$ cat config.mk
export PLATFORM = sky130hd
export DESIGN_NAME = imem_loader
export DESIGN_NICKNAME = d
export VERILOG_FILES = /design/src/rtl/imem_loader.sv
export SDC_FILE = /design/constraint.sdc
export NUM_CORES = 1
export LEC_CHECK = 0
export BUFFER_PORTS_ARGS = -buffer_cell sky130_fd_sc_hd__buf_2
export CORE_MARGIN = 1.5
export CORE_UTILIZATION = 57
export DETAILED_ROUTE_END_ITERATION = 10
export PLACE_DENSITY = 0.88
export RECOVER_POWER = 100
export SYNTH_ARGS = -nofsm -noshare
export SYNTH_HDL_FRONTEND = slang
export SYNTH_SLANG_ARGS = --single-unit
$ cat constraint.sdc
create_clock -name i_clk -period 2.58 [get_ports i_clk]
set_input_delay 0.129 -clock i_clk [delete_from_list [all_inputs] [get_ports i_clk]]
set_output_delay 0.129 -clock i_clk [all_outputs]
set_load 0.03 [all_outputs]
$ cat src/rtl/imem_loader.sv
// -----------------------------------------------------------------------------
// imem_loader
//
// Boot-time program loader placed in front of the rv32i core. It takes a byte
// stream, rebuilds little-endian 32-bit instruction words and writes them into
// instruction memory at consecutive word addresses starting at BASE_ADDR. The
// core is held (o_core_run = 0) until the whole image has been written and the
// trailing XOR checksum byte matches.
//
// Frame: LEN_LO, LEN_HI (word count N), 4*N data bytes (LSB of each word
// first), then one checksum byte = XOR of all data bytes.
//
// Handshake: a byte moves on a rising edge where i_in_valid && o_in_ready.
// The source may hold i_in_valid low for any number of cycles; the loader
// simply waits. o_in_ready depends only on state (never on i_in_valid), is
// high in every accepting state and low once the loader is terminal.
//
// Ports:
//   i_clk           clock, all logic on its rising edge
//   i_rst_n         synchronous active-low reset
//   i_in_valid      source presents a byte
//   o_in_ready      loader accepts a byte this cycle
//   i_in_data       stream byte
//   o_mem_we        one-cycle write strobe per assembled word
//   o_mem_addr      word-aligned byte address of the word being written
//   o_mem_wdata     assembled instruction word
//   o_core_run      core release (0 keeps the core in reset)
//   o_busy          length byte taken, not yet finished (RUN/ERR)
//   o_done          image loaded and checksum matched
//   o_error         oversize length or checksum mismatch
//   o_words_loaded  words written since reset
//   o_dbg_state     current FSM state, for checkers and debug
// -----------------------------------------------------------------------------
module imem_loader #(
  parameter int unsigned         ADDR_W    = 16,
  parameter int unsigned         DEPTH     = 1024,
  parameter logic [ADDR_W-1:0]   BASE_ADDR = {ADDR_W{1'b0}}
) (
  input  logic              i_clk,
  input  logic              i_rst_n,
  input  logic              i_in_valid,
  output logic              o_in_ready,
  input  logic [7:0]        i_in_data,
  output logic              o_mem_we,
  output logic [ADDR_W-1:0] o_mem_addr,
  output logic [31:0]       o_mem_wdata,
  output logic              o_core_run,
  output logic              o_busy,
  output logic              o_done,
  output logic              o_error,
  output logic [15:0]       o_words_loaded,
  output logic [2:0]        o_dbg_state
);

  typedef enum logic [2:0] {
    S_LEN_LO = 3'd0,
    S_LEN_HI = 3'd1,
    S_DATA   = 3'd2,
    S_CHECK  = 3'd3,
    S_RUN    = 3'd4,
    S_ERR    = 3'd5
  } state_t;

  state_t              r_state;
  logic [15:0]         r_len;
  logic [15:0]         r_word_idx;
  logic [1:0]          r_byte_cnt;
  logic [23:0]         r_shift;
  logic [7:0]          r_csum;
  logic                r_in_ready;
  logic                r_mem_we;
  logic [ADDR_W-1:0]   r_mem_addr;
  logic [31:0]         r_mem_wdata;
  logic                r_core_run;
  logic                r_busy;
  logic                r_done;
  logic                r_error;
  logic [15:0]         r_words_loaded;

  logic                w_accept;
  logic [15:0]         w_len_full;
  logic [31:0]         w_addr_sum;
  logic                w_last_word;
  logic                w_oversize;

  assign w_accept    = i_in_valid && r_in_ready;
  // Full length as it will be once the high byte lands this cycle.
  assign w_len_full  = {i_in_data, r_len[7:0]};
  assign w_oversize  = 32'(w_len_full) > DEPTH;
  // Address is computed wide and then truncated, so it wraps modulo 2^ADDR_W.
  assign w_addr_sum  = 32'(BASE_ADDR) + {14'd0, r_word_idx, 2'b00};
  // N never exceeds DEPTH here, so the +1 cannot overflow 16 bits.
  assign w_last_word = (r_word_idx + 16'd1) == r_len;

  always_ff @(posedge i_clk) begin
    if (!i_rst_n) begin
      r_state        <= S_LEN_LO;
      r_len          <= 16'd0;
      r_word_idx     <= 16'd0;
      r_byte_cnt     <= 2'd0;
      r_shift        <= 24'd0;
      r_csum         <= 8'd0;
      r_in_ready     <= 1'b1;
      r_mem_we       <= 1'b0;
      r_mem_addr     <= BASE_ADDR;
      r_mem_wdata    <= 32'd0;
      r_core_run     <= 1'b0;
      r_busy         <= 1'b0;
      r_done         <= 1'b0;
      r_error        <= 1'b0;
      r_words_loaded <= 16'd0;
    end else begin
      // Write strobe is a single-cycle pulse; address/data hold afterwards.
      r_mem_we <= 1'b0;

      if (w_accept) begin
        case (r_state)
          S_LEN_LO: begin
            r_len[7:0] <= i_in_data;
            r_busy     <= 1'b1;
            r_state    <= S_LEN_HI;
          end

          S_LEN_HI: begin
            r_len[15:8] <= i_in_data;
            if (w_oversize) begin
              r_state    <= S_ERR;
              r_error    <= 1'b1;
              r_busy     <= 1'b0;
              r_in_ready <= 1'b0;
            end else if (w_len_full == 16'd0) begin
              r_state <= S_CHECK;
            end else begin
              r_state <= S_DATA;
            end
          end

          S_DATA: begin
            r_csum     <= r_csum ^ i_in_data;
            r_byte_cnt <= r_byte_cnt + 2'd1;
            case (r_byte_cnt)
              2'd0: r_shift[7:0]   <= i_in_data;
              2'd1: r_shift[15:8]  <= i_in_data;
              2'd2: r_shift[23:16] <= i_in_data;
              2'd3: begin
                // Fourth byte completes the word: register the write now so
                // the strobe, address and data all appear next cycle.
                r_mem_we       <= 1'b1;
                r_mem_addr     <= w_addr_sum[ADDR_W-1:0];
                r_mem_wdata    <= {i_in_data, r_shift};
                r_words_loaded <= r_words_loaded + 16'd1;
                r_word_idx     <= r_word_idx + 16'd1;
                if (w_last_word) begin
                  r_state <= S_CHECK;
                end
              end
              default: ;
            endcase
          end

          S_CHECK: begin
            r_busy     <= 1'b0;
            r_in_ready <= 1'b0;
            if (i_in_data == r_csum) begin
              r_state    <= S_RUN;
              r_core_run <= 1'b1;
              r_done     <= 1'b1;
            end else begin
              r_state <= S_ERR;
              r_error <= 1'b1;
            end
          end

          // S_RUN / S_ERR are terminal; only reset leaves them.
          default: ;
        endcase
      end
    end
  end

  assign o_in_ready     = r_in_ready;
  assign o_mem_we       = r_mem_we;
  assign o_mem_addr     = r_mem_addr;
  assign o_mem_wdata    = r_mem_wdata;
  assign o_core_run     = r_core_run;
  assign o_busy         = r_busy;
  assign o_done         = r_done;
  assign o_error        = r_error;
  assign o_words_loaded = r_words_loaded;
  assign o_dbg_state    = r_state;

endmodule

### Word-level counts from Yosys, hierarchy flattened

Cells that the tools add are included.

| word-level totals | value |
|---|---|
| output and inout bits | 73 |
| bits in registers | 136 |
| input bits | 11 |

| cells by class | value |
|---|---|
| equality and inequality tests | 12 |
| mux-type cells | 13 |
| reduce and logical (&&, ||, !) cells | 20 |
| magnitude comparators | 1 |
| bitwise gates (word level) | 1 |
| add/subtract/negate cells | 3 |

Operator list:

| kind | count |
|---|---|
| adder 16 x 1 -> 16 bit, second input constant | 2 |
| AND reduction 3 bit | 8 |
| == test 16 bit | 1 |
| > comparator 16 x 11 -> 1 bit, second input constant | 1 |
| zero test 16 bit | 1 |
| case mux 3 bit (4 select lines) | 1 |
| two-way mux 3 bit | 3 |
| == test 8 bit | 1 |
| inequality test 2 bit, second input constant | 4 |
| AND reduction 4 bit | 2 |
| bitwise XOR 8 bit | 1 |
| == test 3 x 2 -> 1 bit, second input constant | 2 |
| two-way mux 1 bit | 6 |
| AND reduction 2 bit | 3 |
| == test 2 bit, second input constant | 2 |
| case mux 1 bit (2 select lines) | 2 |
| nonzero test 4 bit | 1 |
| == test 3 x 1 -> 1 bit, second input constant | 1 |
| zero test 3 bit | 1 |
| case mux 1 bit (3 select lines) | 1 |
| nonzero test 3 bit | 1 |
| adder 2 x 1 -> 2 bit, second input constant | 1 |
| == test 2 x 1 -> 1 bit, second input constant | 1 |
| zero test 2 bit | 1 |
| 2 further kinds | 2 |

### Depth between registers and ports, before layout

Gate-level depths: netlist of the first run.

| depth | value |
|---|---|
| depth in word-level cells | 5 |
| gate-level depth with buffers | 8 |
| mapped depth without buffers | 7 |

### Worst setup path before layout of the first run

Ideal clock, no wire load.

| path | value |
|---|---|
| path kind | register -> register |
| start | register r_state[0], in the netlist o_dbg_state[0] |
| end | register r_csum[3] |
| required time | 2.465 ns |
| stages on the path, launching flop included | 8 |
| slack | 0.715 ns |
| data arrival time | 1.750 ns |
| buffers on the path | 2 |
| clock period less this slack | 1.865 ns |
| cell sequence | dfxtp_1 > clkbuf_1 > nand2b_1 > nor2_1 > buf_2 > nand2_1 > xnor2_1 > and2_1 |

| between the ends | value |
|---|---|
| longest elaborated chain between the ends | 2 |

Ends and longest elaborated chain:

| what | line | text |
|---|---|---|
| from (decl) | 64 | `state_t r_state;` |
| from (signal assigned) | 97 | `r_state <= S_LEN_LO;` |
| from (signal assigned) | 121 | `r_state <= S_LEN_HI;` |
| from (signal assigned) | 127 | `r_state <= S_ERR;` |
| == test 3 x 2 -> 1 bit | 117 | `case (r_state)` |
| AND reduction 2 bit (no source line) | n/a |  |
| to (signal assigned) | 139 | `r_csum <= r_csum ^ i_in_data;` |
| to (decl) | 69 | `logic [7:0] r_csum;` |

Every way passes these cells.
A chain may end at the register's enable or synchronous reset.

### Worst setup path after layout of the first run

| path | value |
|---|---|
| start | register r_word_idx[0] |
| end | register r_state[0], in the netlist o_dbg_state[0] |

| between the ends | value |
|---|---|
| longest elaborated chain between the ends | 4 |

Ends and longest elaborated chain:

| what | line | text |
|---|---|---|
| from (decl) | 66 | `logic [15:0] r_word_idx;` |
| from (signal assigned) | 152 | `r_word_idx <= r_word_idx + 16'd1;` |
| adder 16 x 1 -> 16 bit | 93 | `assign w_last_word = (r_word_idx + 16'd1) == r_len;` |
| == test 16 bit | 93 |  |
| inequality test 2 bit (no source line) | n/a |  |
| AND reduction 4 bit (no source line) | n/a |  |

Every way passes these cells.

==> results of run 1 <==
worst max path at each step:
stage | endpoint | depth (start not counted)
6_report | o_dbg_state[0] | 7
5_1_grt | o_dbg_state[0] | 7
4_1_cts | o_dbg_state[0] | 7
3_5_place_dp | o_dbg_state[0] | 7
3_3_place_gp | r_word_idx[10] | 7
2_1_floorplan | r_csum[3] | 7
cells in the mapped netlist, drive strengths merged (2+ instances only):
master	n	area [µm²]
nor3b	2	20.02
nor3	11	60.06
buf	19	105.1
a31oi	4	25.02
nor2	17	63.81
and2	36	225.2
clkbuf	36	136.4
ha	6	75.07
nor4	8	68.82
and3	7	43.79
nand3	37	197.7
nand2	164	615.6
mux2i	11	110.1
o2111ai	3	26.28
nor2b	13	81.33
a21boi	86	645.6
inv	7	26.28
or3	5	31.28
xnor2	53	464.2
a211o	2	17.52
xor2	9	78.83
nand4	8	62.56
o21ai	17	85.08
a211oi	2	15.01
dfxtp	136	2723
a21oi	2	10.01
cells by family after synthesis:
group	count (synthesis)	share of synthesized area [%]
fa+ha+maj	6	1.228
xor+xnor	62	8.883
compound gates	121	14.31
mux	11	1.801
buf+inv	62	4.380
other cells	1	0.06134
flops	136	44.54
simple gates	314	24.81
power by group:
| group | switching, mW | internal (mW) |
|---|---|---|
| Sequential | 0.0276 | 2.12 |
| Combinational | 0.144 | 0.0947 |
| Clock | 0.947 | 1.48 |
flip-flops by register name, indices dropped and copies added (netlist names), 2 cells and up:
signal / cells
r_word_idx: 16
o_mem_addr: 14
o_dbg_state: 3
o_mem_wdata: 32
o_words_loaded: 16
r_shift: 24
r_csum: 8
r_len: 16
r_byte_cnt: 2
metal layers:
metal	up-vias	GRT usage, %	share of wire [%]
met3	35	6.622	6.5
li1	2493	-	-
met5	-	0	0
met1	2446	31.61	41
met2	199	45.05	51
met4	0	10.95	2.2
worst min-delay path, stage by stage:
cell      delay, ps
buf_2           200
nand3_1         100
a21boi_0         70
cell type report:
type | count | area share [%]
flip-flops and latches | 136 | 38.42
inverters | 7 | 0.3708
clock buffers | 19 | 5.950
clock inverters | 13 | 2.383
well taps | 136 | 2.401
multi-input cells | 516 | 43.86
repair buffers | 99 | 6.621
per-stage QoR:
step / hold slack (ps) / area, µm² / setup slack (ps) / util, %
floorplan: 441.2 / 6117 / 715.0 / -
global placement: 442.5 / 6555 / 559.6 / 63.21
detailed placement: 440.7 / 6555 / 373.9 / 63.21
CTS: 5.703 / 7216 / 394.7 / 69.58
global route: 22.69 / 7087 / 96.68 / 68.34
finish: 31.37 / 7087 / 257.7 / 68.34
==> results.sh, run 1 <==
export IMPL_outcome="finished clean"
export IMPL_grt_pass1_vias=4941
export IMPL_row_count=37
export IMPL_routed_via_density=5.586
export IMPL_synth_avg_cell_area_um2=8.574
export IMPL_crit_fanout=6
export IMPL_port_buffers=81
export IMPL_post_route_period_util_pct=90.01
export IMPL_io_pins=84
export IMPL_drt_iter0_markers=476
export IMPL_antenna_found_initial=0
export IMPL_synth_edf_count=0
export IMPL_path_buf_inv=0
export IMPL_required_ps=3020
export IMPL_worstPathArrival_ps=2770
export IMPL_grt_usage_pct=26.43
export IMPL_die_area_um2=11360
export IMPL_worst_hold_path_endpoint="r_shift[11]"
export IMPL_vias=5173
export IMPL_final_common_cell="nand2_1"
export IMPL_yosysWarnings=0
export IMPL_start_kind="flop"
export IMPL_drt_pass1_iter_count=5
export IMPL_grt_first_pass_wirelength_um=23680
export IMPL_reg2reg_slack_ps=260
export IMPL_synthArstFlopShare_pct=0
export IMPL_worstSetupPathType="reg -> reg"
export IMPL_powerDensity_nw_per_um2=680.1
export IMPL_postRouteAntennaNets=0
export IMPL_slowest_stage="dfxtp_1"
export IMPL_ys_seq_area_share_pct=44.54
export IMPL_p_leak_nw=2.361
export IMPL_numCtsBuffers=17
export IMPL_synthDistinctLibCells=46
export IMPL_finalPower_mw=4.820
export IMPL_multi_input_area_um2=3108
export IMPL_cts_htree_levels=4
export IMPL_routed_wl_um=14610
export IMPL_cts_path_max_buffers=2
export IMPL_worst_setup_path_end_kind="flop"
export IMPL_dpl_hpwl_um=9385
export IMPL_finalNonFillerCells=926
export IMPL_tritoncts="done"
export IMPL_syn_inst=713
export IMPL_critical_path_top_delay_family="simple AND/OR/NAND/NOR gates"
export IMPL_avgRoutedWirePerCell_um=15.77
export IMPL_grt_ovfl_total=0
export IMPL_setup_tns_ps=0
export IMPL_drive_gt1_share_pct=7.089
export IMPL_cts_root_buffer="clkbuf_8"
export IMPL_core_um2=10370
export IMPL_slew_headroom_pct=3.006
export IMPL_tightest_slew_ps=1444
export IMPL_hp_start="i_in_data[3]"
export IMPL_setup_viol=0
export IMPL_peakVddDrop_mv=0.5626
export IMPL_drv_cap=0
export IMPL_cts_resized_gates=0
export IMPL_initial_utilization_pct=58.95
export IMPL_drv_slew=0
export IMPL_die_y_um=106.6
export IMPL_ys_ff_latch=136
export IMPL_r2r_start="r_word_idx[0]"
export IMPL_final_cell_mix="164 x nand2_1, 136 x dfxtp_1, 86 x a21boi_0, 77 x clkbuf_1, 53 x xnor2_1"
export IMPL_clock_sinks=136
export IMPL_crit_chain="ha_1 > nand4_1 > nor4_2 > xnor2_1 > nor4_2 > o2111ai_1 > a21oi_1"
export IMPL_syn_cell_area_um2=6113
export IMPL_cpPeakStageDelay_ps=490
export IMPL_drc_errors=0
export IMPL_worstHoldPathType="in -> reg"
export IMPL_hold_depth=3
export IMPL_worstReg2RegEnd="o_dbg_state[0]"
export IMPL_ff_latch_area_um2=2723
export IMPL_cp_common_cell="nor4_2"
export IMPL_reg2reg_depth=7
export IMPL_cts_hold_buf=7
export IMPL_fp_dieW_um=106.6
export IMPL_cts_setup_buffers=0
export IMPL_final_net_count=794
export IMPL_clock_skew_ps=9.793
export IMPL_clk_pin_slew_worst_paths_ps=70
export IMPL_crit_path_start="r_word_idx[0]"
export IMPL_rsz0062_at_grt="no"
export IMPL_synthFlopType="dfxtp_1"
export IMPL_n_antenna_cell=0
export IMPL_fmax_mhz=430.6
export IMPL_globalplace_congestion=0.8903
export IMPL_dpl_cell_count=887
export IMPL_min_period_ps=2322
export IMPL_clk_latency_ps=520
export IMPL_area_delta_synth_final_pct=15.92
export IMPL_finalHoldViolCount=0
export IMPL_grt_max_degree=61
export IMPL_nFillCells=819
No activity file was read; power rests on OpenSTA's default activity.
==> run 2: changes to the inputs <==
ABC_AREA = 1   (was not set)
==> run 2 against run 1 <==
Net effect: via count up 9.6%; core utilization is 1.3 points higher; clock-buffer cell count unchanged; sequential share of layout area up 1.0 points; worst hold slack worse by 21 ps; cell count up 12%; clock skew up 2.2 ps; die area shrank 3.2%; critical path type unchanged; highest routed layer unchanged.
==> results.sh, run 2 <==
export IMPL_outcome="finished clean"
export IMPL_postRouteAntennaNets=0
export IMPL_routed_via_density=5.472
export IMPL_initial_utilization_pct=59.66
export IMPL_area_delta_synth_final_pct=16.74
export IMPL_synth_fa_ha_area_share_pct=1.270
export IMPL_clock_sinks=136
export IMPL_r2r_start="o_in_ready"
export IMPL_synth_top_area_share_pct=46.05
export IMPL_slowest_stage="dfxtp_1"
export IMPL_core_um2=9910
export IMPL_worstPathArrival_ps=2710
export IMPL_place_area_um2=6375
export IMPL_final_cell_mix="141 x nand2_1, 136 x dfxtp_1, 116 x nor2_1, 89 x o21ai_0, 86 x a21oi_1"
export IMPL_worst_hold_path_endpoint="r_shift[9]"
export IMPL_peakVddDrop_mv=0.5780
export IMPL_reg2reg_depth=12
export IMPL_fmax_mhz=443.0
export IMPL_required_ps=3040
export IMPL_grt_pass1_vias=5377
export IMPL_grt_first_pass_wirelength_um=24730
export IMPL_synthXorXnorAreaFrac_pct=1.778
export IMPL_worstHoldPathType="in -> reg"
export IMPL_setup_tns_ps=0
export IMPL_ys_seq_area_share_pct=46.05
export IMPL_vias=5669
export IMPL_start_kind="flop"
export IMPL_syn_inst=819
export IMPL_ys_ff_latch=136
export IMPL_finalHoldViolCount=0
export IMPL_cts_setup_buffers=0
export IMPL_synth_most_common_cell="nand2_1"
export IMPL_syn_cell_area_um2=5912
export IMPL_synthSimpleGateAreaFrac_pct=27.22
export IMPL_worstReg2RegEnd="o_words_loaded[12]"
export IMPL_globalplace_congestion=0.8510
export IMPL_die_area_um2=10990
export IMPL_numCtsBuffers=17
export IMPL_final_net_count=907
export IMPL_drc_errors=0
export IMPL_clk_latency_ps=530
export IMPL_clk_pin_slew_worst_paths_ps=70
export IMPL_path_buf_inv=0
export IMPL_avgRoutedWirePerCell_um=13.97
export IMPL_rsz0062_at_grt="no"
export IMPL_final_common_cell="nand2_1"
export IMPL_hp_start="i_in_data[1]"
export IMPL_cpPeakStageDelay_ps=340
export IMPL_reg2reg_slack_ps=320
export IMPL_yosysWarnings=0
export IMPL_synthTopCellsByCount="139 x nand2_1, 136 x dfxtp_1, 116 x nor2_1"
export IMPL_synth_compound_area_share_pct=15.68
export IMPL_drv_slew=0
export IMPL_io_pins=84
export IMPL_tightest_slew_ps=753.1
export IMPL_synth_edf_count=0
export IMPL_multi_input_area_um2=2719
export IMPL_grt_max_degree=94
export IMPL_port_buffers=81
export IMPL_dpl_hpwl_um=9030
export IMPL_n_antenna_cell=0
export IMPL_cts_path_max_buffers=2
export IMPL_synthFlopType="dfxtp_1"
export IMPL_routed_wl_um=14480
export IMPL_ff_latch_area_um2=2723
export IMPL_clock_skew_ps=11.98
export IMPL_synth_avg_cell_area_um2=7.218
export IMPL_crit_chain="nand2_1 > nor2_4 > nand2_4 > nor2_8 > nand3_2 > nor2_4 > nand2_1 > nor2_2 > nand2_1 > nor2_1 > xor2_1 > and2_0"
export IMPL_final_cell_area_um2=6902
export IMPL_synth_top_family_by_area="simple AND/OR/NAND/NOR gates"
export IMPL_cp_common_cell="nand2_1"
export IMPL_hold_depth=3
export IMPL_worstSetupPathType="reg -> reg"
export IMPL_drt_pass1_iter_count=6
export IMPL_row_count=36
export IMPL_cts_htree_levels=4
export IMPL_drv_cap=0
export IMPL_yosys_area_top_type="dfxtp_1"
export IMPL_synthArstFlopShare_pct=0
export IMPL_crit_fanout=20
export IMPL_setup_viol=0
export IMPL_die_y_um=104.8
export IMPL_grt_usage_pct=27.51
export IMPL_post_route_period_util_pct=87.50
export IMPL_drt_iter0_markers=476
export IMPL_critical_path_top_delay_family="simple AND/OR/NAND/NOR gates"
export IMPL_p_leak_nw=2.947
export IMPL_min_period_ps=2258
export IMPL_worst_setup_path_end_kind="flop"
export IMPL_nFillCells=822
export IMPL_ys_top_cells_by_area="dfxtp_1 46%, nand2_1 8.8%, o21ai_0 7.5%, nor2_1 7.4%, a21oi_1 7.3%"
export IMPL_muxShareOfSynthArea_pct=0
export IMPL_cts_resized_gates=0
export IMPL_largest_reg_flops=32
export IMPL_antenna_found_initial=0
export IMPL_synthDistinctLibCells=36
export IMPL_slew_headroom_pct=49.79
export IMPL_fp_dieW_um=104.8
export IMPL_tritoncts="done"
export IMPL_powerDensity_nw_per_um2=709.7
export IMPL_grt_ovfl_total=0
export IMPL_drive_gt1_share_pct=7.087
export IMPL_cts_root_buffer="clkbuf_8"
export IMPL_whs_ps=10.48
run 2: changes by cell type after synthesis, moves of 11 or more:
cell,delta
inv_1,+67
a21oi_1,+84
mux2i_1,-11
xnor2_1,-50
a21boi_0,-82
nand2_1,-25
o21ai_0,+72
nor2_1,+99
buf_2,-15
and2_1,-35
nand3_1,+26
nor2b_1,-13
run 2: power by group:
part           switching, mW  leakage [nW]  internal, mW  total [mW]
registers             0.0439          1.10          2.16        2.20
logic                  0.252          1.56         0.109       0.361
clock network          0.979         0.286          1.36        2.34
run 2: worst max path at each step:
stage	start	to	slack [ps]	cells after the start
floorplan	o_in_ready	o_words_loaded[15]	540	11
detailed placement	r_word_idx[0]	o_dbg_state[0]	500	14
global placement	r_word_idx[0]	o_dbg_state[0]	550	14
CTS	o_dbg_state[1]	o_words_loaded[12]	430	12
finish	o_in_ready	o_words_loaded[12]	320	12
global route	o_in_ready	o_words_loaded[12]	70	12
run 2: kinds of logic (layout without fill, tap and decap cells):
kind of cell,Yosys count,count (layout)
flip-flops,136,136
adder cells (fa/ha/maj),6,6
other,1,2
AND/OR/NAND/NOR,360,360
AO/OA/AOI/OAI,182,182
XOR/XNOR,12,12
buffers and inverters,122,205
run 2: worst min-delay path: cells and delay by family:
kind,cells,cell delay (ps)
AND/OR/NAND/NOR,1,110
buffers and inverters,1,190
AO/OA/AOI/OAI,1,60
run 2: layout make-up:
cell class / instances / area share, %
clock buffers: 19 / 6.400
repair buffers: 96 / 6.218
multi-input cells: 562 / 39.39
flip-flops and latches: 136 / 39.45
inverters: 77 / 4.188
well taps: 133 / 2.411
clock inverters: 13 / 1.940
run 2: layer usage:
metal / GRT usage, % / up-vias / part of all wire [%]
li1: - / 2811 / -
met5: 0 / - / 0
met1: 33.44 / 2567 / 43
met3: 6.363 / 50 / 6.7
met4: 10.67 / 0 / 2.9
met2: 47.06 / 241 / 48
run 2: repair_timing:
action                                  CTS  global route
endpoints found under the hold margin    15             0
endpoints found under the setup margin    0             0
hold buffers                              6             0
run 2: metrics by stage:
stage	instances	total power, mW	worst slack (ps)	util [%]
detailed placement	998	2.591	501.7	64.33
finish	1036	4.898	322.4	69.65
global route	1036	5.053	70.49	69.65
CTS	1036	4.907	434.2	70.74
floorplan	820	2.502	542.1	-
global placement	998	2.583	552.9	64.33
